**src/rtl/mips_mem_pkg.sv**
```systemverilog
// Shared definitions for the MIPS memory-stage SRAM controller:
// FSM state encoding, SRAM data width and default phase length.
package mips_mem_pkg;

  typedef enum logic [1:0] {
    ST_IDLE = 2'd0,
    ST_LO   = 2'd1,
    ST_HI   = 2'd2,
    ST_DONE = 2'd3
  } mem_state_t;

  localparam int SRAM_DW         = 16;
  localparam int DEF_WAIT_CYCLES = 4;
  localparam int CNT_W           = 4;

endpackage

```
**src/rtl/sram_phase_timer.sv**
```systemverilog
// Loadable 4-bit down-counter timing one halfword SRAM phase.
// Saturates at zero; next_zero lets the owner register strobes one cycle ahead.
module sram_phase_timer
  import mips_mem_pkg::*;
(
  input  logic             clk,
  input  logic             rst,
  input  logic             load,
  input  logic [CNT_W-1:0] load_val,
  output logic             zero,
  output logic             next_zero
);

  logic [CNT_W-1:0] cnt_r;
  logic [CNT_W-1:0] cnt_nxt_s;

  // next count: reload wins, otherwise saturating decrement
  always_comb begin
    cnt_nxt_s = cnt_r;
    if (load) begin
      cnt_nxt_s = load_val;
    end else if (cnt_r != {CNT_W{1'b0}}) begin
      cnt_nxt_s = cnt_r - CNT_W'(1);
    end else begin
      cnt_nxt_s = cnt_r;
    end
  end

  // count register
  always_ff @(posedge clk) begin
    if (rst) begin
      cnt_r <= {CNT_W{1'b0}};
    end else begin
      cnt_r <= cnt_nxt_s;
    end
  end

  assign zero      = (cnt_r == {CNT_W{1'b0}});
  assign next_zero = (cnt_nxt_s == {CNT_W{1'b0}});

endmodule

```
**src/rtl/mem_stage_ctrl.sv**
```systemverilog
// MEM-stage controller: splits each 32-bit load/store into two halfword
// accesses on a 16-bit async SRAM and freezes the pipeline meanwhile.
module mem_stage_ctrl
  import mips_mem_pkg::*;
#(
  parameter int WAIT_CYCLES = DEF_WAIT_CYCLES,
  parameter int SRAM_AW     = 18
) (
  input  logic               clk,
  input  logic               rst,
  input  logic               mem_r_en,
  input  logic               mem_w_en,
  input  logic [31:0]        addr,
  input  logic [31:0]        wdata,
  output logic               freeze,
  output logic [31:0]        rdata,
  output logic               rdata_valid,
  output logic [SRAM_AW-1:0] sram_addr,
  output logic [SRAM_DW-1:0] sram_dq_out,
  output logic               sram_dq_oe,
  input  logic [SRAM_DW-1:0] sram_dq_in,
  output logic               sram_we_n,
  output logic               sram_oe_n
);

  localparam int               WA_W   = SRAM_AW - 1;
  localparam logic [CNT_W-1:0] RELOAD = CNT_W'(WAIT_CYCLES - 1);

  mem_state_t         state_r, state_nxt_s;
  logic [WA_W-1:0]    wa_r, wa_nxt_s;
  logic [31:0]        wdata_r, wdata_nxt_s;
  logic               wr_r, wr_nxt_s;
  logic [SRAM_DW-1:0] rdata_lo_r;
  logic [31:0]        rdata_r;
  logic               rdata_valid_r;
  logic               req_s, start_s, lo_cap_s, rd_done_s;
  logic               tmr_load_s, tmr_zero_s, tmr_next_zero_s;

  logic [SRAM_AW-1:0] sram_addr_r, sram_addr_nxt_s;
  logic [SRAM_DW-1:0] sram_dq_out_r, sram_dq_out_nxt_s;
  logic               sram_dq_oe_r, sram_dq_oe_nxt_s;
  logic               sram_we_n_r, sram_we_n_nxt_s;
  logic               sram_oe_n_r, sram_oe_n_nxt_s;
  logic               unused_s;

  assign unused_s  = ^{addr[31:SRAM_AW+1], addr[1:0]};
  assign req_s     = mem_r_en | mem_w_en;
  assign start_s   = (state_r == ST_IDLE) & req_s;
  assign lo_cap_s  = (state_r == ST_LO) & tmr_zero_s & ~wr_r;
  assign rd_done_s = (state_r == ST_HI) & tmr_zero_s & ~wr_r;
  assign freeze    = ~rst & req_s & (state_r != ST_DONE);

  sram_phase_timer u_timer (
    .clk       (clk),
    .rst       (rst),
    .load      (tmr_load_s),
    .load_val  (RELOAD),
    .zero      (tmr_zero_s),
    .next_zero (tmr_next_zero_s)
  );

  // next-state and timer reload
  always_comb begin
    state_nxt_s = state_r;
    tmr_load_s  = 1'b0;
    case (state_r)
      ST_IDLE: begin
        if (req_s) begin
          state_nxt_s = ST_LO;
          tmr_load_s  = 1'b1;
        end else begin
          state_nxt_s = ST_IDLE;
        end
      end
      ST_LO: begin
        if (tmr_zero_s) begin
          state_nxt_s = ST_HI;
          tmr_load_s  = 1'b1;
        end else begin
          state_nxt_s = ST_LO;
        end
      end
      ST_HI: begin
        if (tmr_zero_s) begin
          state_nxt_s = ST_DONE;
        end else begin
          state_nxt_s = ST_HI;
        end
      end
      ST_DONE: state_nxt_s = ST_IDLE;
      default: state_nxt_s = ST_IDLE;
    endcase
  end

  // request latch; a write wins when both enables are high
  always_comb begin
    wa_nxt_s    = wa_r;
    wdata_nxt_s = wdata_r;
    wr_nxt_s    = wr_r;
    if (start_s) begin
      wa_nxt_s    = addr[SRAM_AW:2];
      wdata_nxt_s = wdata;
      wr_nxt_s    = mem_w_en;
    end else begin
      wa_nxt_s    = wa_r;
      wdata_nxt_s = wdata_r;
      wr_nxt_s    = wr_r;
    end
  end

  // SRAM strobes computed for the coming cycle so they leave as registers
  always_comb begin
    sram_addr_nxt_s   = sram_addr_r;
    sram_dq_out_nxt_s = sram_dq_out_r;
    sram_dq_oe_nxt_s  = 1'b0;
    sram_we_n_nxt_s   = 1'b1;
    sram_oe_n_nxt_s   = 1'b1;
    if ((state_nxt_s == ST_LO) || (state_nxt_s == ST_HI)) begin
      sram_addr_nxt_s = {wa_nxt_s, (state_nxt_s == ST_HI)};
      if (wr_nxt_s) begin
        sram_dq_oe_nxt_s  = 1'b1;
        sram_dq_out_nxt_s = (state_nxt_s == ST_HI) ? wdata_nxt_s[31:16] : wdata_nxt_s[15:0];
        // release the strobe in the last cycle for address/data hold
        sram_we_n_nxt_s   = tmr_next_zero_s;
      end else begin
        sram_oe_n_nxt_s   = 1'b0;
      end
    end else begin
      sram_addr_nxt_s = sram_addr_r;
    end
  end

  // state, latched request and SRAM output registers
  always_ff @(posedge clk) begin
    if (rst) begin
      state_r       <= ST_IDLE;
      wa_r          <= {WA_W{1'b0}};
      wdata_r       <= 32'h0000_0000;
      wr_r          <= 1'b0;
      sram_addr_r   <= {SRAM_AW{1'b0}};
      sram_dq_out_r <= 16'h0000;
      sram_dq_oe_r  <= 1'b0;
      sram_we_n_r   <= 1'b1;
      sram_oe_n_r   <= 1'b1;
    end else begin
      state_r       <= state_nxt_s;
      wa_r          <= wa_nxt_s;
      wdata_r       <= wdata_nxt_s;
      wr_r          <= wr_nxt_s;
      sram_addr_r   <= sram_addr_nxt_s;
      sram_dq_out_r <= sram_dq_out_nxt_s;
      sram_dq_oe_r  <= sram_dq_oe_nxt_s;
      sram_we_n_r   <= sram_we_n_nxt_s;
      sram_oe_n_r   <= sram_oe_n_nxt_s;
    end
  end

  // read data assembly; rdata changes only when a load completes
  always_ff @(posedge clk) begin
    if (rst) begin
      rdata_lo_r    <= 16'h0000;
      rdata_r       <= 32'h0000_0000;
      rdata_valid_r <= 1'b0;
    end else begin
      if (lo_cap_s) begin
        rdata_lo_r <= sram_dq_in;
      end
      if (rd_done_s) begin
        rdata_r <= {sram_dq_in, rdata_lo_r};
      end
      rdata_valid_r <= rd_done_s;
    end
  end

  assign rdata       = rdata_r;
  assign rdata_valid = rdata_valid_r;
  assign sram_addr   = sram_addr_r;
  assign sram_dq_out = sram_dq_out_r;
  assign sram_dq_oe  = sram_dq_oe_r;
  assign sram_we_n   = sram_we_n_r;
  assign sram_oe_n   = sram_oe_n_r;

endmodule
```
**config.mk**
```make
export PLATFORM = sky130hd
export DESIGN_NAME = mem_stage_ctrl
export DESIGN_NICKNAME = d
export VERILOG_FILES = /design/src/rtl/mips_mem_pkg.sv /design/src/rtl/sram_phase_timer.sv /design/src/rtl/mem_stage_ctrl.sv
export SDC_FILE = /design/constraint.sdc
export NUM_CORES = 1
export LEC_CHECK = 0
export CAP_MARGIN = 0
export CELL_PAD_IN_SITES_DETAIL_PLACEMENT = 0
export CELL_PAD_IN_SITES_GLOBAL_PLACEMENT = 1
export CORE_ASPECT_RATIO = 1.25
export CORE_UTILIZATION = 36
export DETAILED_ROUTE_END_ITERATION = 8
export PLACE_DENSITY_LB_ADDON = 0.1
export SLEW_MARGIN = 10
export SYNTH_ARGS = -nofsm -noshare
export SYNTH_HDL_FRONTEND = slang
export SYNTH_SLANG_ARGS = --single-unit
export TNS_END_PERCENT = 100
```
**constraint.sdc**
```tcl
create_clock -name clk -period 3.72 [get_ports clk]
set_input_delay 0.372 -clock clk [delete_from_list [all_inputs] [get_ports clk]]
set_output_delay 0.372 -clock clk [all_outputs]
set_load 0.01 [all_outputs]
```
[Word-level counts from Yosys, hierarchy flattened]
Cells that the tools add are included.
Word-level totals
  flip-flop bits (word level): 142
  input bits: 84
  output and inout bits: 71
Operators by class
  $add $sub $neg: 1
  equal/unequal tests: 6
  muxes and demuxes: 14
  bitwise logic cells: 12
  reductions and logical operators: 8
Operator list (number)
  $mux 32: 1
  $mux 17: 1
  $mux 16: 1
  $logic_not 4->1: 2
  $mux 4: 2
  $pmux 2 s4: 1
  $and 1x1->1: 7
  $eq 2x2->1 const B: 3
  $mux 1: 6
  $eq 2x1->1 const B: 2
  $not 1->1: 4
  $reduce_bool 4->1: 1
  $sub 4x1->4 const B: 1
  $reduce_or 3->1: 1
  $logic_not 2->1: 1
  $mux 2: 1
  $ne 2x2->1 const B: 1
  $pmux 1 s2: 1
  $reduce_and 2->1: 1
  $reduce_or 2->1: 1
  $logic_or 1x1->1: 1
  $or 1x1->1: 1

[Longest topological paths before layout]
Gate-level depths: netlist of run 1.
  word-level depth: 7
  gate-level depth with buffers: 11
  gate-level depth less buffers: 9

[By module]
From an unflattened synthesis of run 1, not the netlist that was laid out.
Second synthesis, totals
  cells, all modules: 551
  area, all modules: 5411.4 um^2
By module, submodules not included
  mem_stage_ctrl: times used 1, cells each 515, area each 5126.2 um^2
  sram_phase_timer: times used 1, cells each 36, area each 285.3 um^2

[Least setup slack after synthesis of run 1]
Ideal clock, no wire load.
  kind: flip-flop to flip-flop
  from: register u_timer.cnt_r[0]
  to: register sram_dq_out_r[10] (netlist: sram_dq_out[10])
  arrival: 2.720 ns
  required time: 3.603 ns
  slack: 0.883 ns
  stages on the path, launching flop included: 11
  path buffers: 3
  clock period less this slack: 2.837 ns
  cells stage by stage: dfxtp_1 > inv_1 > ha_1 > or3b_1 > buf_6 > a211oi_1 > ha_1 > clkbuf_1 > clkbuf_1 > mux4_2 > a22o_1
On the way
  word-level cells in the longest chain between the ends: 6
  elaborated cells between the ends (all ways): 9
RTL lines
  start, declared: line sram_phase_timer.sv:14  | logic [CNT_W-1:0] cnt_r;
  start signal, assigned: line sram_phase_timer.sv:32  | cnt_r <= {CNT_W{1'b0}};
  start signal, assigned: line sram_phase_timer.sv:34  | cnt_r <= cnt_nxt_s;
  $logic_not 4->1 (*): line sram_phase_timer.sv:38  | assign zero = (cnt_r == {CNT_W{1'b0}});
  $mux 1 or $mux 2 (tied branches): line mem_stage_ctrl.sv:84, mem_stage_ctrl.sv:76
  $pmux 2 s4 (*): line mem_stage_ctrl.sv:66  | case (state_r)
  $eq 2x1->1 or $eq 2x2->1 (tied branches): line mem_stage_ctrl.sv:118, mem_stage_ctrl.sv:122
  $logic_or 1x1->1: line mem_stage_ctrl.sv:118  | if ((state_nxt_s == ST_LO) || (state_nxt_s == ST_HI)) begin
  $reduce_and 2->1 (no line)
  end signal, assigned: line mem_stage_ctrl.sv:151  | sram_dq_out_r <= sram_dq_out_nxt_s;
  end, declared: line mem_stage_ctrl.sv:40  | logic [SRAM_DW-1:0] sram_dq_out_r, sram_dq_out_nxt_s;
Every way passes the cells marked *; elsewhere a longest branch is shown, timed or not.
A chain may end at the register's enable or synchronous reset.

[Worst setup path in the final report of run 1]
  from: register u_timer.cnt_r[0]
  to: register sram_dq_out_r[11] (netlist: sram_dq_out[11])
The elaborated chain is that of the path after synthesis.

==> metrics.cfg, run 1 <==
[finish]
syn2layout_area_growth_pct=37.3
final.fill_count=1361
regArea_sq_um=2840
final_nets=756
multi_input_area_sq_um=2310
antenna_cells=0
final_cell_mix=142 x dfxtp_1, 138 x clkdlybuf4s50_1, 98 x nand2_1
fin_util_pct=51.2
layout_commonest_cell=dfxtp_1
design_area_sq_um=7440
final_layout_size_suffix_gt1_share_pct=8.36

[cts]
cts_resized=0
clk_pin_slew_ns=0.06
cts_buffers=17
post-cts-setup-buffers=0
cts_hold_buf=0
cts-htree-levels=4
cts_buffer_depth=2
cts_num_sinks=142
clock-root-buffer=clkbuf_16
cts_tree=done
insertion_delay_ns=0.41

[setup_path]
crit_path_start_kind=flip-flop
crit_chain=inv_1 > ha_1 > or3b_1 > nor2_1 > a211oi_1 > ha_1 > clkinv_1 > a21oi_1 > buf_4 > a22o_1
crit_fanout=16
worstSetupPathType=flip-flop to flip-flop
arrival_ns=3.38
crit_path_max_incr_delay_ns=0.57
cp-end-kind=flip-flop
r2r-start=u_timer.cnt_r[0]
critPathRequiredTime_ns=4.08
crit_start=u_timer.cnt_r[0]
critPathSlowestCell=or3b_1
worst_path_most_repeated_cell=ha_1

[floorplanning]
num_io_pins=155
die_height_um=139
dieArea_sq_um=15600
initial_utilization_pct=37.3
core_area_sq_um=14500
die_x_um=112
row_count=49

[grt]
grt_start_max_net_pins=94
grt.total_usage_pct=16.3
antenna_found_initial=0
grt_pass1_vias=4031
overflow=0
grt_pass1_wl_um=19800

[sta]
skew_ns=0.00502
tns_ns=0
tightest_slew_ns=0.961
max_freq_mhz=331
hold_viol=0
finalCriticalPeriod_ns=3.02
grt_setup_unrepaired=no
slew_violations=0
finalCritPeriodShare_pct=81.1
final-setup-viol-count=0
relSlewSlack_pct=35.9

[detailed_routing]
wire_per_inst_um=14.3
via_per_inst=4.84
antenna_left=0
dr.pass1.iters=9
wirelength_um=12300
drc=5
drtIter0Drc=156
routed-via-count=4163

[hold_path]
min_path_type=input pin to flip-flop
min-delay-start=rst

[yosys]
syn-num-nets=630
avgSynthCellArea_sq_um=9.96
synth_area_sq_um=5420
ys_ff_latch=142
yosys_warnings=0
syn_inst=544
yosysSeqAreaShare_pct=52.4
synth_cell_types=33

[power]
ir_drop_uv=247
powerDensity_nw_per_um2=601
p_leak_nw=2.81

[place]
placed_area_sq_um=6850
io_buffers=139
dp.final_hpwl_um=7950
place.gp.congestion=0.723

[run]
max_cap_violations=0

[run_status]
status=finished with violations
violations=design-rule violations

==> area by class of cell <==
type | count | area share (%)
Sequential cell | 142 | 38.2
Timing Repair Buffer | 148 | 19.6
Clock buffer | 25 | 6.52
Clock inverter | 6 | 1.45
Multi-Input combinational cell | 357 | 31.1
Inverter | 4 | 0.202
Tap cell | 178 | 2.99
==> final timing paths <==
| check | slack, ns | endpoint | cells past startpoint |
|---|---|---|---|
| worst max register to register | 0.70 | sram_dq_out[11] | 10 |
| worst min register to register | 0.45 | rdata[7] | 2 |
| worst max-delay path | 0.70 | sram_dq_out[11] | 10 |
| worst min-delay path | 0.37 | wa_r[1] | 2 |
==> routing by layer <==
layer | GRT usage, % | share of wire (%) | wire length, um
met1 | 18.6 | 44 | 5350
met4 | 7.04 | 1.4 | 174
met5 | 0 | 0 | 0
met2 | 27.6 | 50 | 6110
met3 | 5.42 | 5.3 | 647
==> flip-flops by register name, indices dropped and copies added (netlist names) <==
signal,flops
sram_oe_n,1
state_r,2
sram_we_n,1
sram_addr,18
rdata_valid,1
wr_r,1
wdata_r,32
rdata,32
sram_dq_out,16
wa_r,17
rdata_lo_r,16
sram_dq_oe,1
u_timer.cnt_r,4
==> power by group <==
group | switching, mW | internal (mW)
registers | 0.0944 | 1.70
clock network | 0.612 | 1.10
logic | 0.457 | 0.512
total | 1.16 | 3.32
==> critical path, delay by kind of cell, from the launching register on <==
kind                       cells  cell delay, ns
AOI/OAI and AO/OA              3            0.49
adders and majority gates      2            0.65
buffers and inverters          3            0.73
DFF                            1            0.34
and+or+nand+nor                2            0.73
==> kinds of logic (layout without fill, tap and decap cells) <==
| logic type | Yosys count | count (layout) | share of synthesized area (%) |
|---|---|---|---|
| simple gates | 194 | 194 | 15.1 |
| flops | 142 | 142 | 52.4 |
| compound gates | 93 | 93 | 10.8 |
| mux | 67 | 67 | 16.1 |
| buf+inv | 45 | 183 | 4.96 |
| fa+ha+maj | 2 | 2 | 0.462 |
| xor+xnor | 1 | 1 | 0.162 |
==> synthesized netlist by cell type (all sizes together) <==
master / count / area share (%)
o31ai: 1 / 0.14
a21o: 1 / 0.14
dfxtp: 142 / 52
o21ai: 2 / 0.18
xnor2: 1 / 0.16
ha: 2 / 0.46
o21ba: 1 / 0.18
buf: 21 / 3.3
nor3: 7 / 1.2
inv: 3 / 0.21
a211oi: 19 / 2.6
or3: 6 / 0.69
nand2: 98 / 6.8
a22o: 16 / 2.6
mux2i: 51 / 9.4
nand2b: 2 / 0.23
clkinv: 1 / 0.069
a21oi: 51 / 4.7
nor2: 73 / 5.1
nor2b: 4 / 0.46
nor3b: 2 / 0.28
clkbuf: 20 / 1.4
or3b: 1 / 0.16
a31oi: 1 / 0.12
o21bai: 1 / 0.14
nor4b: 1 / 0.16
mux4: 16 / 6.6
==> through the flow <==
stage / setup slack (ns) / cells / power (mW) / hold WS (ns)
after floorplan: 0.883 / 544 / 2.44 / 0.432
after global placement: 0.764 / 829 / 2.79 / 0.437
after detailed placement: 0.698 / 829 / 2.81 / 0.444
after CTS: 0.669 / 860 / 4.55 / 0.352
after global routing: 0.390 / 860 / 4.70 / 0.367
final: 0.703 / 860 / 4.48 / 0.367
No activity file was read; power rests on OpenSTA's default activity.
==> run 2, diff against run 1 <==
- clock period: 3.72 -> 2.97 ns (I/O delays scaled with it)
==> metrics.cfg, run 2 (synthesized netlist as in run 1, its figures left out) <==
[setup_path]
cp-end-kind=flip-flop
cp_num_buf_inv=3  ; unchanged
crit_start=u_timer.cnt_r[0]
cp_top_family=adder cells
crit_path_end=sram_addr[8]
r2r-start=u_timer.cnt_r[0]
arrival_ns=2.93  ; -0.45 ns
r2r_cells=9  ; -1
crit_path_max_incr_delay_ns=0.43  ; -0.14 ns
crit_path_start_kind=flip-flop
crit_chain=inv_1 > ha_1 > or3b_1 > a211oi_1 > ha_1 > clkinv_1 > buf_4 > nor2_1 > a211oi_1
crit_fanout=34  ; +18
critPathRequiredTime_ns=3.29  ; -0.79 ns
worstSetupPathType=flip-flop to flip-flop
cp_num_cells=9  ; -1
rrSetupSlack_ns=0.36  ; -0.34 ns
rr_endpoint=sram_addr[8]
critPathSlowestCell=or3b_1

[grt]
antenna_found_initial=0  ; unchanged
grtUsageMet2_pct=26.8  ; -0.78 points
grt_pass1_wl_um=20300  ; +2.5%
overflow=0  ; unchanged
grt_most_used_layer=met2
grt.total_usage_pct=16.7  ; +0.39 points
use_met1_pct=20.1  ; +1.5 points
grt_pass1_vias=3943  ; -2.2%
grt_start_max_net_pins=70  ; -26%
met3_usage_pct=5.42  ; unchanged

[place]
place.gp.congestion=0.702  ; -3.0%
dp.final_hpwl_um=8110  ; +2.1%
io_buffers=139  ; unchanged

[finish]
syn2layout_area_growth_pct=38.6
antenna_cells=0  ; unchanged
final_layout_size_suffix_gt1_share_pct=9.49  ; +1.1 points
final_cell_mix=142 x dfxtp_1, 138 x clkdlybuf4s50_1, 98 x nand2_1
final_nets=758  ; +0.26%
layout_commonest_cell=dfxtp_1
final.fill_count=1374  ; +0.96%

[cts]
cts_buffer_depth=2  ; unchanged
cts_tree=done
cts-htree-levels=4  ; unchanged
cts_resized=0  ; unchanged
clock-root-buffer=clkbuf_16
insertion_delay_ns=0.42  ; about the same
post-cts-setup-buffers=0  ; unchanged
cts_hold_buf=0  ; unchanged
cts_buffers=17  ; unchanged
cts_num_sinks=142  ; unchanged
clk_pin_slew_ns=0.06  ; about the same

[sta]
slew_violations=0  ; unchanged
final-setup-viol-count=0  ; unchanged
skew_ns=0.00588  ; +0.000856 ns
relSlewSlack_pct=49.6  ; +14 points
tightest_slew_ns=0.756  ; -0.205 ns
grt_setup_unrepaired=no
tns_ns=0  ; unchanged
finalCriticalPeriod_ns=2.61  ; -0.405 ns
hold_viol=0  ; unchanged
finalCritPeriodShare_pct=87.9  ; +6.8 points
max_freq_mhz=383  ; +16%

[power]
powerDensity_nw_per_um2=756  ; +26%
p_leak_nw=2.84  ; +1.1%
totalPowerFinal_mw=5.68  ; +27%
ir_drop_uv=361  ; +46%

[detailed_routing]
routed-via-count=4213  ; +1.2%
drc=6  ; +1
drtIter0Drc=149  ; -4.5%
dr.pass1.iters=6  ; -3
antenna_left=0  ; unchanged
wirelength_um=12300  ; -0.19%
wire_per_inst_um=14.2  ; -0.53%
via_per_inst=4.88  ; +0.85%

[run]
max_cap_violations=0  ; unchanged

[floorplanning]
num_io_pins=155  ; unchanged
initial_utilization_pct=37.3  ; unchanged
dieArea_sq_um=15600  ; unchanged
row_count=49  ; unchanged
die_x_um=112  ; unchanged
core_area_sq_um=14500  ; unchanged
die_height_um=139  ; unchanged

[hold_path]
hold_depth=2  ; unchanged
min_path_type=flip-flop to flip-flop

[run_status]
violations=design-rule violations
status=finished with violations

run 2: stage by stage:
step,worst slack [ns],hold WS [ns],util [%],instance area (sq um),std cells
final,0.358,0.448,51.7,7510,863
after global routing,0.125,0.467,51.7,7510,863
after CTS,0.358,0.442,51.7,7510,863
after detailed placement,0.375,0.444,47.4,6890,831
after global placement,0.424,0.436,47.4,6890,831
after floorplan,0.133,0.432,-,5420,544
run 2: cell type report:
class,instances,area [sq um],area share (%)
inverter,4,15.0,0.200
multi-input combinational,357,2310,30.8
clock inverter,11,138,1.83
sequential,142,2840,37.9
tap,178,223,2.97
timing repair buffer,150,1500,19.9
clock buffer,21,480,6.40
run 2: worst min-delay path by stage:
stage | startpoint | end | slack [ns]
floorplan | rdata_lo_r[0] | rdata[0] | 0.43
global placement | rdata_lo_r[6] | rdata[6] | 0.44
detailed placement | rdata_lo_r[7] | rdata[7] | 0.44
CTS | sram_dq_in[9] | rdata_lo_r[9] | 0.44
global route | rdata_lo_r[2] | rdata[2] | 0.47
finish | rdata_lo_r[1] | rdata[1] | 0.45
run 2: where the power goes:
part | leakage (nW) | internal, mW | switching [mW]
registers | 1.16 | 2.13 | 0.113
clock network | 0.301 | 1.40 | 0.796
logic | 1.38 | 0.656 | 0.581
run 2: worst reg2reg max path, stage by stage, from the launching register on:
cell and delay [ns]:
dfxtp_1 0.35, inv_1 0.07, ha_1 0.25, or3b_1 0.43, a211oi_1 0.33, ha_1 0.35
clkinv_1 0.08, buf_4 0.33, nor2_1 0.10, a211oi_1 0.24
run 2: per-layer routing:
layer	vias to the layer above	wire (um)
met5	-	0
met4	0	232
met3	14	701
met2	102	5940
met1	1975	5380
li1	2122	-
